File: config.mk
export PLATFORM = sky130hd
export DESIGN_NAME = upsize_stream_flat
export DESIGN_NICKNAME = d
export VERILOG_FILES = /design/src/rtl/upsize_stream_if.sv /design/src/rtl/upsize_stream.sv /design/src/flat_wrapper.sv
export SDC_FILE = /design/constraint.sdc
export NUM_CORES = 1
export LEC_CHECK = 0
export BUFFER_PORTS_ARGS = -buffer_cell sky130_fd_sc_hd__buf_2
export CAP_MARGIN = 20
export CORE_MARGIN = 1
export CORE_UTILIZATION = 57
export DETAILED_ROUTE_END_ITERATION = 8
export PLACE_DENSITY_LB_ADDON = 0.08
export SLEW_MARGIN = 30
export SYNTH_ARGS = -nofsm -noshare
export SYNTH_HDL_FRONTEND = slang
export SYNTH_SLANG_ARGS = --single-unit
File: constraint.sdc
create_clock -name clk -period 2.7 [get_ports clk]
set_input_delay 0.54 -clock clk [delete_from_list [all_inputs] [get_ports clk]]
set_output_delay 0.54 -clock clk [all_outputs]
set_load 0.01 [all_outputs]
File: src/rtl/upsize_stream_if.sv
// Stream bundle for upsize_stream: narrow input beats in, widened output beats out.
interface upsize_stream_if #(
  parameter int PARALLEL_IN = 4,
  parameter int DIN_WIDTH   = 16,
  parameter int DOUT_WIDTH  = 32
);
  // A beat moves on a side exactly in a cycle where its valid and ready are both high.
  // A producer holding valid may not withdraw it or change the beat until it is taken.
  logic [PARALLEL_IN*DIN_WIDTH-1:0]  din;
  logic                              din_valid;
  logic                              din_last;
  logic                              din_ready;
  logic [PARALLEL_IN*DOUT_WIDTH-1:0] dout;
  logic                              dout_valid;
  logic                              dout_last;
  logic                              dout_ready;

  modport master (
    output din, din_valid, din_last, dout_ready,
    input  din_ready, dout, dout_valid, dout_last
  );

  modport slave (
    input  din, din_valid, din_last, dout_ready,
    output din_ready, dout, dout_valid, dout_last
  );
endinterface

File: src/rtl/upsize_stream.sv
// Lossless widening of signed fixed-point lanes, behind an output register plus a
// one-entry skid buffer so full throughput holds under backpressure.
module upsize_stream #(
  parameter int PARALLEL_IN = 4,
  parameter int DIN_WIDTH   = 16,
  parameter int DIN_POINT   = 14,
  parameter int DOUT_WIDTH  = 32,
  parameter int DOUT_POINT  = 28
) (
  input  logic       clk,
  input  logic       rst,
  upsize_stream_if.slave bus,
  output logic [1:0] state_dbg
);
  localparam int SHIFT = DOUT_POINT - DIN_POINT;
  localparam int IW    = PARALLEL_IN * DIN_WIDTH;
  localparam int OW    = PARALLEL_IN * DOUT_WIDTH;

  if ((DOUT_POINT < DIN_POINT) || ((DOUT_WIDTH - DOUT_POINT) < (DIN_WIDTH - DIN_POINT)))
  begin : g_illegal_params
    $error("upsize_stream: output format cannot hold the input format losslessly");
  end

  typedef enum logic [1:0] {
    EMPTY = 2'd0,
    ONE   = 2'd1,
    TWO   = 2'd2
  } state_t;

  state_t          state;
  logic [OW-1:0]   conv;
  logic [OW-1:0]   or_data;
  logic            or_last;
  logic [OW-1:0]   sk_data;
  logic            sk_last;
  logic            din_ready_r;
  logic            dout_valid_r;
  logic            in_xfer;
  logic            out_xfer;

  // Sign-extend each lane to the wide format, then align the binary points.
  always_comb begin
    conv = '0;
    for (int i = 0; i < PARALLEL_IN; i++) begin
      logic signed [DIN_WIDTH-1:0]  lane;
      logic signed [DOUT_WIDTH-1:0] ext;
      lane = bus.din[i*DIN_WIDTH +: DIN_WIDTH];
      ext  = DOUT_WIDTH'(lane);
      conv[i*DOUT_WIDTH +: DOUT_WIDTH] = ext << SHIFT;
    end
  end

  assign in_xfer  = bus.din_valid & din_ready_r;
  assign out_xfer = dout_valid_r & bus.dout_ready;

  always_ff @(posedge clk) begin
    if (rst) begin
      state        <= EMPTY;
      or_data      <= '0;
      or_last      <= 1'b0;
      sk_data      <= '0;
      sk_last      <= 1'b0;
      din_ready_r  <= 1'b1;
      dout_valid_r <= 1'b0;
    end else begin
      case (state)
        EMPTY: begin
          if (in_xfer) begin
            or_data      <= conv;
            or_last      <= bus.din_last;
            dout_valid_r <= 1'b1;
            state        <= ONE;
          end
        end
        ONE: begin
          if (in_xfer && !out_xfer) begin
            sk_data     <= conv;
            sk_last     <= bus.din_last;
            din_ready_r <= 1'b0;
            state       <= TWO;
          end else if (in_xfer && out_xfer) begin
            or_data <= conv;
            or_last <= bus.din_last;
          end else if (out_xfer) begin
            dout_valid_r <= 1'b0;
            state        <= EMPTY;
          end
        end
        TWO: begin
          // din_ready is low here, so only the drain of OR can happen.
          if (out_xfer) begin
            or_data     <= sk_data;
            or_last     <= sk_last;
            din_ready_r <= 1'b1;
            state       <= ONE;
          end
        end
        default: begin
          din_ready_r  <= 1'b1;
          dout_valid_r <= 1'b0;
          state        <= EMPTY;
        end
      endcase
    end
  end

  assign bus.din_ready  = din_ready_r;
  assign bus.dout       = or_data;
  assign bus.dout_last  = or_last;
  assign bus.dout_valid = dout_valid_r;
  assign state_dbg      = state;
endmodule

File: src/flat_wrapper.sv
// flat-port wrapper written by rule: the top's interface ports become plain ports
module upsize_stream_flat 
#(
  parameter int PARALLEL_IN = 4,
  parameter int DIN_WIDTH   = 16,
  parameter int DIN_POINT   = 14,
  parameter int DOUT_WIDTH  = 32,
  parameter int DOUT_POINT  = 28
)
  (clk, rst, state_dbg, bus_din, bus_din_valid, bus_din_last, bus_dout_ready, bus_din_ready, bus_dout, bus_dout_valid, bus_dout_last);
  upsize_stream_if #(.PARALLEL_IN(PARALLEL_IN), .DIN_WIDTH(DIN_WIDTH), .DOUT_WIDTH(DOUT_WIDTH)) bus_i ();
  input  logic clk;
  input  logic rst;
  output logic [1:0] state_dbg;
  input wire logic [$bits(bus_i.din)-1:0] bus_din;
  input wire logic [$bits(bus_i.din_valid)-1:0] bus_din_valid;
  input wire logic [$bits(bus_i.din_last)-1:0] bus_din_last;
  input wire logic [$bits(bus_i.dout_ready)-1:0] bus_dout_ready;
  output wire logic [$bits(bus_i.din_ready)-1:0] bus_din_ready;
  output wire logic [$bits(bus_i.dout)-1:0] bus_dout;
  output wire logic [$bits(bus_i.dout_valid)-1:0] bus_dout_valid;
  output wire logic [$bits(bus_i.dout_last)-1:0] bus_dout_last;
  assign bus_i.din = bus_din;
  assign bus_i.din_valid = bus_din_valid;
  assign bus_i.din_last = bus_din_last;
  assign bus_i.dout_ready = bus_dout_ready;
  assign bus_din_ready = bus_i.din_ready;
  assign bus_dout = bus_i.dout;
  assign bus_dout_valid = bus_i.dout_valid;
  assign bus_dout_last = bus_i.dout_last;
  upsize_stream #(.PARALLEL_IN(PARALLEL_IN), .DIN_WIDTH(DIN_WIDTH), .DIN_POINT(DIN_POINT), .DOUT_WIDTH(DOUT_WIDTH), .DOUT_POINT(DOUT_POINT)) u_core (.clk(clk), .rst(rst), .bus(bus_i), .state_dbg(state_dbg));
endmodule
Word-level counts from Yosys, hierarchy flattened
Cells that the tools add are included.

word-level totals
  output and inout bits = 133
  input bits = 69
  word-level logic and storage cells = 56
  register bits = 204

operators by class
  multiplexer cells = 24
  equality and inequality tests = 11
  bitwise logic cells = 4
  reductions and logical operators = 10

operator list
  operator                                               count
  two-way mux 128 bit                                    4
  one-hot mux 128 bit (3 select lines)                   1
  two-way mux 1 bit                                      10
  two-way mux 2 bit                                      5
  inequality test 2 x 1 -> 1 bit, second input constant  5
  AND reduction 5 bit                                    2
  one-hot mux 1 bit (3 select lines)                     3
  one-hot mux 2 bit (3 select lines)                     1
  inequality test 2 bit, second input constant           2
  AND reduction 4 bit                                    1
  inequality test 3 x 1 -> 1 bit, second input constant  1
  inequality test 3 x 2 -> 1 bit, second input constant  1
  AND reduction 3 bit                                    1
  nonzero test 3 bit                                     1
  bitwise AND 1 bit                                      2
  == test 2 x 1 -> 1 bit, second input constant          1
  == test 2 bit, second input constant                   1
  logical AND 1 bit                                      2
  logical NOT 2 bit                                      1
  inverter 1 bit                                         2
  AND reduction 2 bit                                    1
  logical NOT 1 bit                                      1

Logic depth before layout (Yosys ltp)
  word-level depth = 5
  gate-level depth with buffers = 6
  gate-level depth less buffers = 3

Worst setup path before layout
No wires, ideal clock.

  path type = input to register
  start = input port bus_dout_ready
  end = register u_core.or_data[110], in the netlist u_core.bus.dout[110]
  path buffers = 3
  required time = 2554 ps
  arrival time = 1532 ps
  stages on the path = 6
  setup slack = 1021 ps
  library setup time = 146 ps
  path through = a21bo_2 -> buf_2 -> buf_4 -> clkbuf_1 -> a211oi_1 -> a211oi_2

between the ends
  longest elaborated chain between the ends = 5
  elaborated cells on any way between the ends = 8
  those cells by class = eq/ne: 3; bitwise: 1; reduce/logical: 4

RTL lines
  item                                      RTL line             RTL
  start, declared                           flat_wrapper.sv:18   input wire logic [$bits(bus_i.dout_ready)-1:0] bus_dout_ready;
  bitwise AND 1 bit (*)                     upsize_stream.sv:54  assign out_xfer = dout_valid_r & bus.dout_ready;
  logical NOT 1 bit                         upsize_stream.sv:76  if (in_xfer && !out_xfer) begin
  logical AND 1 bit                         upsize_stream.sv:76
  inequality test 2 bit (no source line)    -
  AND reduction 5 bit (no source line) (*)  -
  end signal, assigned                      upsize_stream.sv:69  or_data <= conv;
  end signal, assigned                      upsize_stream.sv:82  or_data <= conv;
  end signal, assigned                      upsize_stream.sv:92  or_data <= sk_data;
  end, declared                             upsize_stream.sv:32  logic [OW-1:0] or_data;

Mark *: on every way between the ends. The rest lies on a longest branch, timed or not.
A chain may end at the register's enable or synchronous reset.

Worst setup path in the final report
  start = register u_core.state[1], in the netlist u_core.state_dbg[1]
  end = register u_core.or_data[82], in the netlist u_core.bus.dout[82]

between the ends
  longest elaborated chain between the ends = 3
  elaborated cells on any way between the ends = 10
  those cells by class = eq/ne: 6; mux: 1; reduce/logical: 3

RTL lines
  item                                                            RTL line             RTL
  start, declared                                                 upsize_stream.sv:30  state_t state;
  start signal, assigned                                          upsize_stream.sv:58  state <= EMPTY;
  start signal, assigned                                          upsize_stream.sv:72  state <= ONE;
  start signal, assigned                                          upsize_stream.sv:80  state <= TWO;
  == test 2 x 1 -> 1 bit (tied with other cells)                  upsize_stream.sv:66  case (state)
  inequality test 2 bit (no source line) (tied with other cells)  -
  AND reduction 5 bit (no source line)                            -

Parallel ways exist; a longest one is shown, timed or not.

==> out/qor.yml <==
power_leakage_nw: 3.09
yosysTopAreaCell: "dfxtp_1"
grt_pass1_wl_um: 25400
die-area_mm2: 0.0128
ant_nets: 0
yosysSeqAreaShare: 0.381
nNetsFinal: 848
antenna_found_initial: 1
postCtsSetupBuffers: 0
grt_max_degree: 105
num_vias: 5145
first_global_vias: 5228
worstSkewPairLatency_ns: 0.42
drc: 0
whs_path_depth: 3
yosys_warnings: 0
cts_resized: 0
ys_types: 26
core_mm2: 0.0120
synth_commonest_cells: "134 x dfxtp_1, 131 x nand2b_1, 130 x mux2i_1, 80 x a211oi_1, 72 x buf_4"
vias_per_cell: 5.47
ys_ff_latch: 134
outcome: "complete, no violations"
hold_viol_final: 0
critPathArrivalTime_ns: 2.32
yosys.area.top_type_share: 0.381
async_reset_ff_frac: 0
wl_per_cell_um: 16.3
start_kind: "flip-flop"
numCtsBuffers: 17
placementRows: 40
finalWirelength_um: 15400
r2r_cells: 4
crit_type: "reg -> reg"
grt.overflow.total: 0
start_util: 0.586
setup_tns_ns: 0
pin_count: 202
synth_cells: 679
period_share: 0.733
syn_area_per_cell_um2: 10.4
min_period_ns: 1.98
clkTransAtPathRegs_ns: 0.05
yosysMostFrequentCell: "dfxtp_1"
die_h_um: 113
place_worst_setup_slack_ns: 0.632
die_w_um: 113
cts_tree: "yes"
worstMarginPinSlew_ns: 0.810
drtIter0Drc: 264
end_kind: "flip-flop"
port_buffers: 145
area_growth_pct: 13.9
fmax_mhz: 505
cts_buffer_depth: 2
htreeDepth: 4
setup_viol: 0
clock-sinks: 134
rsz0062_at_grt: "no"
synthTopCellsByArea: "dfxtp_1 38%, mux2i_1 18%, nand2b_1 12%"
grt_use_total: 0.248
place_congestion: 0.707
skew_ns: 0.00466
cellPowerDensity_mw_per_mm2: 723
maxSlewViolCount: 0
drive_gt1_frac: 0.303
peakVddDrop_mv: 0.369
synth_flop_cell: "dfxtp_1"
worstPathMaxFanout: 66
drt_pass1_iterations: 4
cp.required_ns: 3.04
post-dp-hpwl_um: 9420
cap_violations: 0
slew_headroom: 0.460
hold_path_class: "in -> reg"
syn_area_mm2: 0.00704
root_buffer: "clkbuf_16"
cts_hold_buf: 0
synth_edf_count: 0
postLayoutSetupSlackWorst_ns: 0.720
[worst max-delay path, cell delays in order, from the launching register on]
cell and delay (ns):
dfxtp_1 0.52, and4b_2 0.30, buf_4 0.62, a211oi_1 0.17, a211oi_2 0.22
[per-layer routing]
layer / vias up / share of wire / GRT usage
li1: 2505 / - / -
met1: 2473 / 0.45 / 0.305
met3: 20 / 0.053 / 0.0616
met5: - / 0 / 0
met2: 147 / 0.48 / 0.419
met4: 0 / 0.017 / 0.0974
[layout make-up]
class / instances / area (um^2)
Fill cell: 960 / 4000
Multi-Input combinational cell: 467 / 3720
Sequential cell: 134 / 2680
Timing Repair Buffer: 158 / 867
Clock buffer: 30 / 544
Tap cell: 147 / 184
Clock inverter: 2 / 10.0
Inverter: 1 / 3.75
Antenna cell: 1 / 2.50
[flip-flops by register name, indices dropped and copies added, names as in the netlist]
| signal | count |
|---|---|
| u_core.bus.dout | 64 |
| u_core.sk_data | 64 |
| u_core.state_dbg | 2 |
| u_core.bus.din_ready | 1 |
| u_core.bus.dout_last | 1 |
| u_core.bus.dout_valid | 1 |
| u_core.sk_last | 1 |
[through the flow]
| stage | hold slack, ns | std cells | area (um^2) | utilization | power [W] |
|---|---|---|---|---|---|
| 6_report | 0.393 | 940 | 8010 | 0.667 | 0.00580 |
| 5_1_grt | 0.392 | 940 | 8010 | 0.667 | 0.00606 |
| 4_1_cts | 0.383 | 939 | 8010 | 0.667 | 0.00584 |
| 3_5_place_dp | 0.466 | 907 | 7460 | 0.621 | 0.00371 |
| 3_3_place_gp | 0.457 | 907 | 7460 | 0.621 | 0.00366 |
| 2_1_floorplan | 0.448 | 734 | 7240 | - | 0.00340 |
[final timing paths]
path | startpoint | to | slack (ns)
worst max-delay path | u_core.state_dbg[1]$_SDFFE_PP0P_ | u_core.bus.dout[82]$_SDFFE_PP0P_ | 0.72
worst min register to register | u_core.sk_data[27]$_SDFFE_PP0N_ | u_core.sk_data[27]$_SDFFE_PP0N_ | 0.47
worst max register to register | u_core.state_dbg[1]$_SDFFE_PP0P_ | u_core.bus.dout[82]$_SDFFE_PP0P_ | 0.72
worst min-delay path | bus_din[8] | u_core.sk_data[22]$_SDFFE_PP0N_ | 0.39
[power breakdown]
part           internal, W  total [W]  switching (W)
clock              0.00134    0.00213       0.000791
sequential         0.00220    0.00234       0.000135
combinational     0.000569    0.00133       0.000758
[layout by cell type, fill, tap and decap left out, types with 2 or more instances in the layout]
| cell | Yosys | layout |
|---|---|---|
| clkbuf_8 | 0 | 7 |
| clkbuf_16 | 0 | 17 |
| o21bai_1 | 2 | 2 |
| nand2_1 | 3 | 3 |
| nand2b_1 | 131 | 131 |
| buf_4 | 72 | 10 |
| clkinv_2 | 0 | 2 |
| clkbuf_1 | 34 | 6 |
| a211oi_1 | 80 | 80 |
| conb_1 | 1 | 56 |
| a21oi_1 | 3 | 3 |
| mux2i_1 | 130 | 130 |
| buf_2 | 15 | 144 |
| a211oi_2 | 50 | 50 |
| dfxtp_1 | 134 | 134 |
| buf_12 | 0 | 3 |
[cell families (layout without fill, tap and decap cells)]
| group | count (synthesis) | after routing | share of synthesized area |
|---|---|---|---|
| AOI/OAI and AO/OA | 140 | 140 | 0.184 |
| and+or+nand+nor | 140 | 140 | 0.125 |
| DFF | 134 | 134 | 0.381 |
| buffers and inverters | 133 | 191 | 0.123 |
| muxes | 130 | 130 | 0.185 |
| other | 1 | 57 | 0.000533 |
| xor gates and xnor gates | 1 | 1 | 0.00124 |
Note: power is estimated with default switching activity, not from simulation.
